==> config.mk <==
export PLATFORM = sky130hd
export DESIGN_NAME = vend_multi
export DESIGN_NICKNAME = d
export VERILOG_FILES = /design/src/rtl/vend_pkg.sv /design/src/rtl/vend_change_gen.sv /design/src/rtl/vend_multi.sv
export SDC_FILE = /design/constraint.sdc
export NUM_CORES = 1
export LEC_CHECK = 0
export CAP_MARGIN = 5
export CORE_UTILIZATION = 62
export CTS_BUF_LIST = sky130_fd_sc_hd__clkbuf_8
export CTS_CLUSTER_DIAMETER = 50
export CTS_CLUSTER_SIZE = 12
export DETAILED_ROUTE_END_ITERATION = 12
export PLACE_DENSITY = 0.92
export SYNTH_ARGS = -nofsm -noshare
export SYNTH_HDL_FRONTEND = slang
export SYNTH_SLANG_ARGS = --single-unit
==> constraint.sdc <==
create_clock -name i_clk -period 11.59 [get_ports i_clk]
set_input_delay 2.8975 -clock i_clk [delete_from_list [all_inputs] [get_ports i_clk]]
set_output_delay 2.8975 -clock i_clk [all_outputs]
set_load 0.01 [all_outputs]
==> src/rtl/vend_pkg.sv <==
// Shared state encoding, coin codes and coin-value lookup for the vending machine.
// Pure types/functions: no latency, no flow control.
package vend_pkg;

  typedef enum logic [1:0] {
    ST_IDLE   = 2'd0,
    ST_CREDIT = 2'd1,
    ST_VEND   = 2'd2,
    ST_CHANGE = 2'd3
  } state_t;

  localparam logic [1:0] COIN_5   = 2'b00;
  localparam logic [1:0] COIN_10  = 2'b01;
  localparam logic [1:0] COIN_50  = 2'b10;
  localparam logic [1:0] COIN_100 = 2'b11;

  localparam int COIN_VAL_W = 7;

  function automatic logic [COIN_VAL_W-1:0] coin_value(input logic [1:0] code);
    logic [COIN_VAL_W-1:0] v;
    case (code)
      COIN_5:  v = 7'd5;
      COIN_10: v = 7'd10;
      COIN_50: v = 7'd50;
      default: v = 7'd100;
    endcase
    return v;
  endfunction

endpackage

==> src/rtl/vend_change_gen.sv <==
// Greedy change selector: largest coin not exceeding the credit, plus what remains.
// Purely combinational, zero latency; no flow control.
module vend_change_gen
  import vend_pkg::*;
#(
  parameter int CREDIT_W = 8
) (
  input  logic [CREDIT_W-1:0] i_credit,
  output logic [1:0]          o_code,
  output logic [CREDIT_W-1:0] o_remain
);

  localparam int EXT_W = CREDIT_W + COIN_VAL_W;

  logic [EXT_W-1:0] w_credit_ext;

  assign w_credit_ext = EXT_W'(i_credit);

  always_comb begin
    o_code = COIN_5;
    if (w_credit_ext >= EXT_W'(coin_value(COIN_100)))
      o_code = COIN_100;
    else if (w_credit_ext >= EXT_W'(coin_value(COIN_50)))
      o_code = COIN_50;
    else if (w_credit_ext >= EXT_W'(coin_value(COIN_10)))
      o_code = COIN_10;
  end

  // Credit is always a multiple of 5 here, so the subtraction never underflows.
  assign o_remain = CREDIT_W'(w_credit_ext - EXT_W'(coin_value(o_code)));

endmodule

==> src/rtl/vend_multi.sv <==
// Multi-item vending controller: credit, per-item stock, vend pulse and greedy change.
// All outputs registered, one-cycle latency; no backpressure, pulse inputs are judged every cycle.
module vend_multi
  import vend_pkg::*;
#(
  parameter int  N_ITEMS    = 4,
  parameter int  PRICE_BASE = 30,
  parameter int  MAX_CREDIT = 200,
  parameter int  DEPTH      = 3,
  parameter int  CREDIT_W   = 8,
  localparam int SEL_W      = (N_ITEMS > 1) ? $clog2(N_ITEMS) : 1
) (
  input  logic                i_clk,
  input  logic                i_rst_n,
  input  logic                i_coin,
  input  logic [1:0]          i_coin_val,
  input  logic                i_buy,
  input  logic [SEL_W-1:0]    i_buy_sel,
  input  logic                i_cancel,
  input  logic                i_refill,
  input  logic [SEL_W-1:0]    i_refill_sel,
  output logic                o_coffee,
  output logic [SEL_W-1:0]    o_vend_item,
  output logic                o_return,
  output logic [1:0]          o_return_val,
  output logic                o_coin_reject,
  output logic                o_buy_nack,
  output logic                o_busy,
  output logic [CREDIT_W-1:0] o_credit
);

  localparam int STK_W = (DEPTH > 0) ? $clog2(DEPTH + 1) : 1;

  state_t              r_state;
  state_t              w_state_nxt;
  logic [CREDIT_W-1:0] r_credit;
  logic [CREDIT_W-1:0] w_credit_nxt;
  logic [STK_W-1:0]    r_stock     [N_ITEMS];
  logic [STK_W-1:0]    w_stock_nxt [N_ITEMS];

  logic                r_coffee;
  logic                w_coffee_nxt;
  logic [SEL_W-1:0]    r_vend_item;
  logic [SEL_W-1:0]    w_vend_item_nxt;
  logic                r_return;
  logic                w_return_nxt;
  logic [1:0]          r_return_val;
  logic [1:0]          w_return_val_nxt;
  logic                r_coin_reject;
  logic                w_coin_reject_nxt;
  logic                r_buy_nack;
  logic                w_buy_nack_nxt;
  logic                r_busy;

  logic [31:0]         w_price;
  logic [31:0]         w_coin_sum;
  logic [STK_W-1:0]    w_sel_stock;
  logic                w_buy_in_range;
  logic                w_refill_in_range;
  logic                w_buy_ok;
  logic                w_cancel_hit;
  logic [1:0]          w_chg_code;
  logic [CREDIT_W-1:0] w_chg_remain;

  vend_change_gen #(
    .CREDIT_W (CREDIT_W)
  ) u_change_gen (
    .i_credit (r_credit),
    .o_code   (w_chg_code),
    .o_remain (w_chg_remain)
  );

  // 32-bit arithmetic keeps the overflow check exact for any credit width.
  assign w_price           = 32'(PRICE_BASE) * (32'(i_buy_sel) + 32'd1);
  assign w_coin_sum        = 32'(r_credit) + 32'(coin_value(i_coin_val));
  assign w_buy_in_range    = 32'(i_buy_sel) < 32'(N_ITEMS);
  assign w_refill_in_range = 32'(i_refill_sel) < 32'(N_ITEMS);
  assign w_cancel_hit      = i_cancel && (r_state == ST_CREDIT);
  assign w_buy_ok          = w_buy_in_range && (32'(r_credit) >= w_price) && (w_sel_stock != '0);

  always_comb begin
    w_sel_stock = '0;
    for (int k = 0; k < N_ITEMS; k++) begin
      if (SEL_W'(k) == i_buy_sel) w_sel_stock = r_stock[k];
    end
  end

  always_comb begin
    w_state_nxt       = r_state;
    w_credit_nxt      = r_credit;
    w_coffee_nxt      = 1'b0;
    w_vend_item_nxt   = r_vend_item;
    w_return_nxt      = 1'b0;
    w_return_val_nxt  = r_return_val;
    w_coin_reject_nxt = 1'b0;
    w_buy_nack_nxt    = 1'b0;
    for (int k = 0; k < N_ITEMS; k++) w_stock_nxt[k] = r_stock[k];

    case (r_state)
      ST_IDLE, ST_CREDIT: begin
        if (w_cancel_hit) begin
          w_state_nxt       = ST_CHANGE;
          w_buy_nack_nxt    = i_buy;
          w_coin_reject_nxt = i_coin;
        end else if (i_buy) begin
          // A buy claims the cycle whether or not it succeeds; any coin alongside it is refused.
          w_coin_reject_nxt = i_coin;
          if (w_buy_ok) begin
            w_coffee_nxt    = 1'b1;
            w_vend_item_nxt = i_buy_sel;
            w_credit_nxt    = CREDIT_W'(32'(r_credit) - w_price);
            w_state_nxt     = ST_VEND;
            for (int k = 0; k < N_ITEMS; k++) begin
              if (SEL_W'(k) == i_buy_sel) w_stock_nxt[k] = r_stock[k] - STK_W'(1);
            end
          end else begin
            w_buy_nack_nxt = 1'b1;
          end
        end else if (i_coin) begin
          if (w_coin_sum <= 32'(MAX_CREDIT)) begin
            w_credit_nxt = CREDIT_W'(w_coin_sum);
            w_state_nxt  = ST_CREDIT;
          end else begin
            w_coin_reject_nxt = 1'b1;
          end
        end

        if ((r_state == ST_IDLE) && i_refill && w_refill_in_range) begin
          for (int k = 0; k < N_ITEMS; k++) begin
            if (SEL_W'(k) == i_refill_sel) w_stock_nxt[k] = STK_W'(DEPTH);
          end
        end
      end

      ST_VEND: begin
        w_coin_reject_nxt = i_coin;
        w_state_nxt       = (r_credit != '0) ? ST_CHANGE : ST_IDLE;
      end

      ST_CHANGE: begin
        w_coin_reject_nxt = i_coin;
        w_return_nxt      = 1'b1;
        w_return_val_nxt  = w_chg_code;
        w_credit_nxt      = w_chg_remain;
        if (w_chg_remain == '0) w_state_nxt = ST_IDLE;
      end

      default: w_state_nxt = ST_IDLE;
    endcase
  end

  always_ff @(posedge i_clk) begin
    if (!i_rst_n) begin
      r_state       <= ST_IDLE;
      r_credit      <= '0;
      r_coffee      <= 1'b0;
      r_vend_item   <= '0;
      r_return      <= 1'b0;
      r_return_val  <= '0;
      r_coin_reject <= 1'b0;
      r_buy_nack    <= 1'b0;
      r_busy        <= 1'b0;
      for (int k = 0; k < N_ITEMS; k++) r_stock[k] <= STK_W'(DEPTH);
    end else begin
      r_state       <= w_state_nxt;
      r_credit      <= w_credit_nxt;
      r_coffee      <= w_coffee_nxt;
      r_vend_item   <= w_vend_item_nxt;
      r_return      <= w_return_nxt;
      r_return_val  <= w_return_val_nxt;
      r_coin_reject <= w_coin_reject_nxt;
      r_buy_nack    <= w_buy_nack_nxt;
      r_busy        <= (w_state_nxt == ST_VEND) || (w_state_nxt == ST_CHANGE);
      for (int k = 0; k < N_ITEMS; k++) r_stock[k] <= w_stock_nxt[k];
    end
  end

  assign o_coffee      = r_coffee;
  assign o_vend_item   = r_vend_item;
  assign o_return      = r_return;
  assign o_return_val  = r_return_val;
  assign o_coin_reject = r_coin_reject;
  assign o_buy_nack    = r_buy_nack;
  assign o_busy        = r_busy;
  assign o_credit      = r_credit;

endmodule

==> reports/qor.txt <==
Outcome: complete, no violations
Max Cap Viol: 0
Post-CTS sizing: 0
Crit-path max FO: 11
R2R cell count: 14
Die Span X: 67.6 µm
Slew of the pin with the lowest slew margin: 0.878 ns
Post-synth top area share: 19.5%
Core area: 4060 µm²
Critical-path top delay cell: clkdlybuf4s50_1
Final hold slack: 0.471 ns
Data required, critical path: 11.77 ns
CTS Root Cell: clkbuf_8
Cell count after synthesis: 331
Fmax: 0.152 GHz
Worst setup EP type: register
Min cycle time layout: 6.60 ns
#FFs+latches synth: 26
NumNets Final: 403
Number of antenna violations at the first check in global routing: 0
Port-buffer cells: 28
N_diodes: 0
Max stage delay on crit path: 0.60 ns
Kind of critical path: input pin to register
Sequential share of the synthesized area: 19.5%
Layout cells sized above 1: 4.56%
DIE AREA: 4570 µm²
Crit path launch type: input pin
Clock Pin Slew Worst Setup and Hold Paths: 0.10 ns
Maximum vdd drop: 0.269 mV
Most used DFF post-synth: dfxtp_1
Critical R2R Launch: o_credit[3]
Synth Cell Area: 2670 µm²
Setup TNS: 0 ns
Slew HR: 41.0%
Dpl cells: 397
Via density: 6.58
Hold buffer count at cts: 0
Final Skew: 0.00748 ns
Most common cell in the synthesized netlist: ha_1
Power Density: 260 nW/µm²
Global-route wire length before repair: 12,000 µm
CTS tree: yes
Final WL: 7320 µm
DRT Pass-1 Iters: 5
Part of the cycle the worst path needs: 56.9%
Antenna viol nets, final: 0
# DRC: 0
Drt wl/cell: 18.2 µm
Yosys cell types: 66
Post-synth EDFFs: 0
Largest cells by area after synthesis: dfxtp_1 (20%), ha_1 (16%), nand2_1 (4.5%)
Cell repeated most along the worst path: ha_1
Gpl congestion: 0.975
Largest area contributor in the netlist: dfxtp_1
Synth Warn #: 0
Top Ports: 29
DIE HEIGHT: 67.6 µm
Syn Nets: 382
Post-CTS setup buffer count: 0
Endpoint, Worst Hold: o_vend_item[1]
RSZ-0062 raised after global routing: false
CP Data Arrival Time: 6.78 ns
End-of-flow core utilization: 74.7%
Non-filler cells, final: 401
Async set-reset flop share out of synthesis: 0%
Largest net degree at the start of global routing: 16
Worst-Skew Late Latency: 0.27 ns
Via Count: 2,638
# rows: 23
Beginning of the worst hold path: o_vend_item[1]
Global route overflow: 0
Commonest cells in the netlist: ha_1 (35), nand2_1 (32), dfxtp_1 (26), nor2_1 (24), inv_1 (23)
HPWL Detailed: 5360 µm
H-Tree Depth: 1
Area post-placement: 2960 µm²
Max Slew Vio Count: 0
Final instance area: 3030 µm²
Leak: 1.23 nW
Hold Path Stages: 2
Final setup fails: 0
# fillers: 315
Area growth from synthesis to layout: 13.6%
CTS buffer count: 3
Hold Vio Cnt, Final: 0
Clock buffer depth: 2
Avg Cell Area, Syn: 8.06 µm²
Number of global-route vias before repair: 2,536
Initial Utilization: 65.8%
Worst R2R Setup Slack: 6.89 ns
Tightest Hold Check Type: register to register
Worst R2R End: r_state[0]
Crit-path cells: clkdlybuf4s50_1, inv_1, ha_1, fa_1, ha_1, and4_1, o211ai_1, a311oi_2, nand2_1, or3_1, a21o_1
Gr usage total: 34.4%
Sink Count: 26
Iter 0 DRT Violations: 292
[final cells by class]
type	instances	area (µm²)	area share [%]
inverters	25	93.8	3.09
flip-flops and latches	26	520	17.2
well taps	50	62.6	2.06
clock inverters	1	30.0	0.990
clock buffers	3	41.3	1.36
multi-input cells	268	2000	66.1
repair buffers	28	280	9.24
[cell usage in the layout (no fill, tap or decap), drive strengths merged, types with 4 or more instances in the layout]
| cell type | Yosys | final |
|---|---|---|
| xor2 | 12 | 12 |
| a31oi | 4 | 4 |
| nand3 | 8 | 8 |
| a211oi | 5 | 5 |
| a21oi | 18 | 18 |
| nand3b | 4 | 4 |
| dfxtp | 26 | 26 |
| nand4 | 4 | 4 |
| nor3 | 11 | 11 |
| fa | 4 | 4 |
| nor2 | 24 | 24 |
| a21o | 5 | 5 |
| o21a | 6 | 6 |
| clkdlybuf4s50 | 0 | 28 |
| ha | 35 | 35 |
| xnor2 | 4 | 4 |
| o21ai | 14 | 14 |
| a221oi | 4 | 4 |
| nand2b | 9 | 9 |
| inv | 24 | 24 |
| o211ai | 9 | 9 |
| nand2 | 32 | 32 |
[through the flow]
stage          setup WS, ns  power (mW)
3_5_place_dp           4.76       0.683
3_3_place_gp           4.91       0.661
5_1_grt                4.76       0.845
4_1_cts                5.02       0.769
2_1_floorplan          5.94       0.539
6_report               4.99       0.787
[where the power goes]
| group | total, mW | internal (mW) | switching, mW | leakage, nW |
|---|---|---|---|---|
| clock | 0.0757 | 0.0462 | 0.0295 | 0.0357 |
| combinational | 0.565 | 0.236 | 0.330 | 0.985 |
| sequential | 0.146 | 0.105 | 0.0408 | 0.212 |
[routing by layer]
metal | vias to the layer above | share of wire, % | track usage, %
met5 | - | 0 | 0
met3 | 26 | 8.1 | 4.73
li1 | 1247 | - | -
met1 | 1230 | 43 | 45.9
met4 | 0 | 2.4 | 11.2
met2 | 135 | 47 | 56.4
[critical path, delay by kind of cell]
kind | cells | cell delay (ns)
AND/OR/NAND/NOR | 3 | 1.03
adder cells (fa/ha/maj) | 3 | 1.16
AO/OA/AOI/OAI | 3 | 0.92
buffers and inverters | 2 | 0.76
[how the worst max path moves through the flow]
stage	startpoint	depth (start not counted)	endpoint
2_1_floorplan	i_buy_sel[0]	12	o_credit[5]
3_3_place_gp	i_buy_sel[0]	11	r_stock[3][1]
3_5_place_dp	i_buy_sel[0]	11	r_stock[3][1]
4_1_cts	i_buy_sel[0]	11	r_stock[3][1]
5_1_grt	i_buy_sel[0]	11	r_stock[3][1]
6_report	i_buy_sel[0]	11	r_stock[3][1]
[registers in the layout, indices dropped and copies added (netlist names)]
signal         cells
o_coffee           1
r_stock            8
o_return           1
r_state            1
o_busy             1
o_vend_item        2
o_credit           8
o_return_val       2
o_coin_reject      1
o_buy_nack         1
[kinds of logic after synthesis]
kind of cell    Yosys count  share of synthesized area (%)
fa+ha+maj                39                           19.4
compound gates           94                           26.6
buf+inv                  37                           5.39
other cells               1                          0.141
xor+xnor                 16                           5.25
simple gates            115                           22.5
mux                       3                           1.17
flops                    26                           19.5
Note: power is estimated with default switching activity, not from simulation.
